**src/rtl/spi_trig_multi.sv**
```systemverilog
// SPI protocol trigger: oversamples cs/sclk/mosi/miso in the clk domain,
// compares each finished message against N_PAT pattern slots and fires a
// one-cycle trigger with hold-off and single-shot arming.

// One pattern slot: its configuration registers plus the match decision.
module spi_trig_slot #(
  parameter int DATA_W  = 32,
  parameter int CNT_W   = 8,
  parameter bit RST_DEF = 1'b0   // slot comes out of reset matching 0x33AA
) (
  input  logic              clk,
  input  logic              rstn,
  input  logic              wen,
  input  logic [4:0]        off,
  input  logic [31:0]       wdata,
  input  logic [DATA_W-1:0] mosiSh,
  input  logic [DATA_W-1:0] misoSh,
  input  logic [DATA_W-1:0] vmask,
  input  logic [CNT_W-1:0]  count,
  output logic              hit
);
  logic              en, misoEn;
  logic [7:0]        len;
  logic [DATA_W-1:0] mosiMask, mosiPat, misoMask, misoPat;
  logic              lenOk, mosiOk, misoOk;

  // slot configuration registers
  always_ff @(posedge clk) begin
    if (!rstn) begin
      en       <= RST_DEF;
      misoEn   <= 1'b0;
      len      <= 8'd0;
      mosiMask <= RST_DEF ? '1 : '0;
      mosiPat  <= RST_DEF ? DATA_W'(32'h33AA) : '0;
      misoMask <= '0;
      misoPat  <= '0;
    end else if (wen) begin
      case (off)
        5'h00: begin
          en     <= wdata[0];
          misoEn <= wdata[1];
          len    <= wdata[15:8];
        end
        5'h04: mosiMask <= wdata[DATA_W-1:0];
        5'h08: mosiPat  <= wdata[DATA_W-1:0];
        5'h0C: misoMask <= wdata[DATA_W-1:0];
        5'h10: misoPat  <= wdata[DATA_W-1:0];
        default: ;
      endcase
    end
  end

  // only bits that were actually shifted in take part in the compare
  assign lenOk  = (len == 8'd0) || (32'(len) == 32'(count));
  assign mosiOk = ((mosiSh ^ mosiPat) & mosiMask & vmask) == '0;
  assign misoOk = !misoEn || (((misoSh ^ misoPat) & misoMask & vmask) == '0);
  assign hit    = en && (count != '0) && lenOk && mosiOk && misoOk;
endmodule

module spi_trig_multi #(
  parameter int DATA_W = 32,
  parameter int N_PAT  = 4,
  parameter int CNT_W  = 8
) (
  input  logic              clk,
  input  logic              rstn,
  input  logic [31:0]       sys_addr,
  input  logic [31:0]       sys_wdata,
  input  logic              sys_wen,
  input  logic              cs,
  input  logic              sclk,
  input  logic              mosi,
  input  logic              miso,
  output logic              trg,
  output logic [N_PAT-1:0]  trg_hit,
  output logic              msg_valid,
  output logic [CNT_W-1:0]  msg_bits,
  output logic [DATA_W-1:0] msg_mosi,
  output logic [DATA_W-1:0] msg_miso
);
  localparam int SLOT_END = 'h80 + N_PAT * 'h20;

  logic [19:0]       addr, slotOff;
  logic              ctrlWr, holdWr, armWr, inSlots;
  logic [N_PAT-1:0]  slotWen, hit;
  logic              cpol, cpha, single, armed;
  logic [31:0]       holdoff, holdoffCnt;
  logic [1:0]        csS, sclkS, csH;
  logic              sclkD, csF;
  logic [2:0]        mosiS, misoS;
  logic              csMaj, msgStart, msgEnd, sclkEdge, bitEdge, fire;
  logic [DATA_W-1:0] mosiSh, misoSh, vmask;
  logic [CNT_W-1:0]  count;
  logic              unusedAddr;

  assign addr       = sys_addr[19:0];
  assign unusedAddr = &{1'b0, sys_addr[31:20]};
  assign ctrlWr     = sys_wen && (addr == 20'h60);
  assign holdWr     = sys_wen && (addr == 20'h64);
  assign armWr      = ctrlWr && sys_wdata[3];
  assign inSlots    = sys_wen && (addr >= 20'h80) && (32'(addr) < SLOT_END);
  assign slotOff    = addr - 20'h80;

  // one write strobe per slot, slots are 0x20 apart
  always_comb begin
    slotWen = '0;
    for (int k = 0; k < N_PAT; k++)
      slotWen[k] = inSlots && (32'(slotOff[19:5]) == k);
  end

  // synchronisers; mosi/miso run one stage deeper to line up with sclkD
  always_ff @(posedge clk) begin
    if (!rstn) begin
      csS   <= 2'b11;
      csH   <= 2'b11;
      csF   <= 1'b1;
      sclkS <= 2'b00;
      sclkD <= 1'b0;
      mosiS <= '0;
      misoS <= '0;
    end else begin
      csS   <= {csS[0], cs};
      csH   <= {csH[0], csS[1]};
      csF   <= csMaj;
      sclkS <= {sclkS[0], sclk};
      sclkD <= sclkS[1];
      mosiS <= {mosiS[1:0], mosi};
      misoS <= {misoS[1:0], miso};
    end
  end

  assign csMaj    = (csS[1] & csH[0]) | (csS[1] & csH[1]) | (csH[0] & csH[1]);
  assign msgStart = csF & ~csMaj;
  assign msgEnd   = ~csF & csMaj;
  assign sclkEdge = (cpol ^ cpha) ? (~sclkS[1] & sclkD) : (sclkS[1] & ~sclkD);
  assign bitEdge  = sclkEdge & ~csF & ~msgEnd;

  // message shift registers and saturating bit counter
  always_ff @(posedge clk) begin
    if (!rstn || msgStart) begin
      mosiSh <= '0;
      misoSh <= '0;
      count  <= '0;
    end else if (bitEdge) begin
      mosiSh <= {mosiSh[DATA_W-2:0], mosiS[2]};
      misoSh <= {misoSh[DATA_W-2:0], misoS[2]};
      if (count != '1) count <= count + 1'b1;
    end
  end

  // low min(count, DATA_W) bits are valid
  always_comb begin
    vmask = '0;
    for (int i = 0; i < DATA_W; i++) vmask[i] = (32'(count) > 32'(i));
  end

  for (genvar k = 0; k < N_PAT; k++) begin : gSlot
    spi_trig_slot #(.DATA_W(DATA_W), .CNT_W(CNT_W), .RST_DEF(k == 0)) uSlot (
      .clk(clk), .rstn(rstn), .wen(slotWen[k]), .off(addr[4:0]),
      .wdata(sys_wdata), .mosiSh(mosiSh), .misoSh(misoSh), .vmask(vmask),
      .count(count), .hit(hit[k])
    );
  end

  assign fire = msgEnd && (|hit) && armed && (holdoffCnt == '0);

  // global control, arming and hold-off; an ARM write beats a single-shot disarm
  always_ff @(posedge clk) begin
    if (!rstn) begin
      cpol       <= 1'b0;
      cpha       <= 1'b0;
      single     <= 1'b0;
      armed      <= 1'b1;
      holdoff    <= '0;
      holdoffCnt <= '0;
    end else begin
      if (ctrlWr) {single, cpha, cpol} <= sys_wdata[2:0];
      if (holdWr) holdoff <= sys_wdata;
      if (fire) holdoffCnt <= holdoff;
      else if (holdoffCnt != '0) holdoffCnt <= holdoffCnt - 1'b1;
      if (armWr) armed <= 1'b1;
      else if (fire && single) armed <= 1'b0;
    end
  end

  // registered message result, one cycle after cs_f rises
  always_ff @(posedge clk) begin
    if (!rstn) begin
      msg_valid <= 1'b0;
      trg       <= 1'b0;
      trg_hit   <= '0;
      msg_bits  <= '0;
      msg_mosi  <= '0;
      msg_miso  <= '0;
    end else begin
      msg_valid <= msgEnd;
      trg       <= fire;
      if (msgEnd) begin
        trg_hit  <= hit;
        msg_bits <= count;
        msg_mosi <= mosiSh;
        msg_miso <= misoSh;
      end
    end
  end
endmodule
```
**config.mk**
```make
export PLATFORM = sky130hd
export DESIGN_NAME = spi_trig_multi
export DESIGN_NICKNAME = d
export VERILOG_FILES = /design/src/rtl/spi_trig_multi.sv
export SDC_FILE = /design/constraint.sdc
export NUM_CORES = 2
export LEC_CHECK = 0
export BUFFER_PORTS_ARGS = -buffer_cell sky130_fd_sc_hd__buf_2
export CORE_MARGIN = 3
export CORE_UTILIZATION = 30
export DETAILED_ROUTE_END_ITERATION = 10
export GPL_TIMING_DRIVEN = 0
export PLACE_DENSITY = 0.45
export SLEW_MARGIN = 25
export SYNTH_ARGS = -nofsm -noshare
export SYNTH_HDL_FRONTEND = slang
export SYNTH_SLANG_ARGS = --single-unit
```
**constraint.sdc**
```tcl
create_clock -name clk -period 3.55 [get_ports clk]
set_input_delay 0.1775 -clock clk [delete_from_list [all_inputs] [get_ports clk]]
set_output_delay 0.1775 -clock clk [all_outputs]
set_load 0.01 [all_outputs]
```
==> results.toml <==
[sta]
period_share = 1.081
rsz0062_at_grt = "yes"
fmax_ghz = 0.2607
tns_ps = -7306
finalSetupViolations = 43
worst_pin_slew_ps = 1213
skew_ps = 42.02
hold_viol_final = 0
slew_viol_final = 0
period_minus_slack_ps = 3836
layout_setup_ws_ps = -286.1
max-slew-margin-rel = 0.1916

[global_routing]
grt_max_degree = 20
antenna_found_initial = 20
grt_pass1_vias = 31590
track_usage = 0.2849
grt_pass1_wl_um = 246500
grt_overflow = 0

[placement]
gp_congestion = 0.9740
post_dp_cell_area_um2 = 38280
dp_hpwl_um = 130400
portBuffers = 113

[die]
core_um2 = 116800
placementRows = 125
die_h_um = 350.2
start_util = 0.3041
ios = 149
die_x_um = 350.2
design.die.area_um2 = 122600

[yosys]
synthCells = 4513
netlist_top_cells_area = "dfxtp_1 44%, nand2_1 17%, a21boi_0 12%, xor2_1 7.2%, clkbuf_1 3.8%"
ys_warn_count = 0
synth_area_um2 = 35530
ys_async_sr_fraction = 0
synth_top_area_frac = 0.4417
yosysUniqueCellTypes = 84
synth_edf_count = 0
yosys_register_bits = 784
synthFlopType = "dfxtp_1"
synth_nets = 4589
yosysSeqAreaShare = 0.4417
syn_area_per_cell_um2 = 7.873
yosysTopAreaCell = "dfxtp_1"

[critical_path]
setup.worst_path.class = "reg2reg"
worst_ep_arrival_time_ps = 4400
path_cells = "clkbuf_2, and3_1, nor2_4, o221ai_2, a311oi_2, o2111ai_2, o41ai_4, buf_4, a32oi_4, buf_12, a211oi_4, buf_6, buf_12, buf_4, a21o_1, a21oi_1"
cp_slowest_cell = "nor2_4"
r2r_start = "count[2]"
worstSetupStartpointType = "register"
max_stage_delay_ps = 550
required_ps = 4120
end_kind = "register"
critPathMaxFanout = 10
r2r_cells = 16
r2r-end = "holdoffCnt[24]"
r2r_slack_ps = -290

[min_path]
min_path_type = "in2reg"
worstHoldStart = "sys_wdata[29]"
hold_path_end = "gSlot[1].uSlot.mosiMask[29]"
whs_path_depth = 3

[route]
dr.pass1.iters = 6
drt_iter0_markers = 3548
wl_um = 180200
routed-via-count = 34110
final_antenna_net_count = 0
via_per_inst = 5.326
drc = 0
wl_per_cell_um = 28.13

[clock_tree]
cts_tree = "done"
cts_buffers = 94
htreeDepth = 3
path_clk_slew_ps = 60
clockRootBuffer = "clkbuf_16"
cts.sinks = 784
cts.path.max_buffers = 3
clock_latency_ps = 700

[cells_and_area]
multi_input_area_um2 = 19080
drive_above_1_share = 0.1094
seq_area_um2 = 15700
stdcell_area_um2 = 43090
nets = 4883
area_growth_pct = 21.28
num-fill-cells = 12280

[status]
violations = "setup timing"
status = "complete, but fails checks"

[power_and_ir_drop]
power.density_nw_per_um2 = 481.9
cellLeakagePower_nw = 16.28
ir_drop_uv = 314.7

[job]
maxCapViolations = 0
## timing repair
item,4_1_cts,5_1_grt
hold buffers,14,0
pin swaps,44,22
cloned,1,2
setup buffers,67,11
endpoints found under the setup margin,39,76
hold endpoints to repair,16,0
resized for setup,188,40
## per-stage QoR
stage	cells	total power, mW	hold WS (ps)	utilization	setup WS (ps)
after CTS	6387	20.72	25.66	0.3661	-153.1
after detailed placement	6159	11.07	368.9	0.3276	-2754
after floorplan	4513	10.44	279.0	-	16.14
final	6405	20.77	39.13	0.3689	-286.1
after global routing	6397	21.39	44.01	0.3687	-386.3
after global placement	6150	11.05	362.5	0.3254	-3935
## cell usage in the layout (no fill, tap or decap), types with 17 or more instances in the layout
cell,netlist,layout
a21boi_0,550,549
a21oi_1,144,138
a22oi_1,31,25
a31oi_1,21,19
and2_1,18,18
buf_2,12,116
buf_4,2,68
clkbuf_1,359,315
clkbuf_16,0,102
clkbuf_2,0,38
clkbuf_8,0,23
clkinv_2,0,17
dfxtp_1,784,780
mux2i_1,48,48
nand2_1,1594,1579
nand3_1,119,114
nand4_1,25,25
nor2_1,78,69
nor2b_1,51,49
nor3_1,23,19
nor4_1,37,32
o21ai_0,45,42
o22ai_1,37,35
xnor2_1,20,20
xor2_1,293,293
## registers in the layout, summed over array words and instances (netlist names), 128 cells and up
signal                count
gSlot.uSlot.mosiPat     128
gSlot.uSlot.misoPat     128
gSlot.uSlot.misoMask    128
gSlot.uSlot.mosiMask    128
## synth_stat cells, types with 16 or more instances
cell,count
clkbuf_1,359
nand2_1,1594
inv_1,18
a31oi_1,21
nand4_1,25
o21ai_0,45
nor2b_1,51
nand3_1,119
xnor2_1,20
mux2i_1,48
nor2_1,78
a22oi_1,31
xor2_1,293
o22ai_1,37
nor4_1,37
a21boi_0,550
o211ai_1,16
a21oi_1,144
and2_1,18
dfxtp_1,784
nor3_1,23
## power breakdown
group          internal (mW)  switching, mW  leakage, nW
Sequential              8.98          0.175         6.32
Clock                   5.56           4.08         1.47
Combinational          0.725           1.25         8.49
Total                   15.3           5.51         16.3
## cell type report
cell class	count	area share
Antenna cell	8	0.0004645
Buffer	368	0.03992
Clock buffer	136	0.06295
Clock inverter	26	0.005981
Inverter	19	0.002090
Multi-Input combinational cell	3324	0.4427
Sequential cell	784	0.3644
Tap cell	1524	0.04425
Timing Repair Buffer	216	0.03725
## cell families (layout without fill, tap and decap cells)
family          after synthesis  in the layout  synth area share
xor+xnor                    313            313           0.07715
mux                          48             48           0.01352
compound gates              942            942            0.1872
flops                       784            784            0.4417
buf+inv                     405            765           0.04342
simple gates               2015           2015            0.2349
other cells                   0              8                 0
fa+ha+maj                     6              6          0.002042
## how the worst max path moves through the flow
stage | start | to | slack (ps) | depth (start not counted)
6_report | count[2] | holdoffCnt[24] | -290 | 16
4_1_cts | count[0] | holdoffCnt[13] | -150 | 16
3_3_place_gp | count[0] | holdoffCnt[30] | -3940 | 16
2_1_floorplan | count[0] | holdoffCnt[13] | 20 | 16
3_5_place_dp | count[0] | holdoffCnt[30] | -2750 | 16
5_1_grt | count[0] | holdoffCnt[13] | -390 | 20
## layer usage
metal  wire length [um]  track usage  vias up  part of all wire
li1                   -            -    15530                 -
met5                 47            0        -           0.00026
met3              14800      0.05680      406             0.082
met4               9719       0.1397        8             0.054
met2              77900       0.4347     1525              0.43
met1              77700       0.3831    16640              0.43
## worst max-delay path: cells and delay by family, from the launching register on
family                 cells  cell delay (ps)
AO/OA/AOI/OAI              8             1470
flip-flops                 1              330
AND/OR/NAND/NOR            2              900
buffers and inverters      6              990
Power figures use the tool's default switching activity.
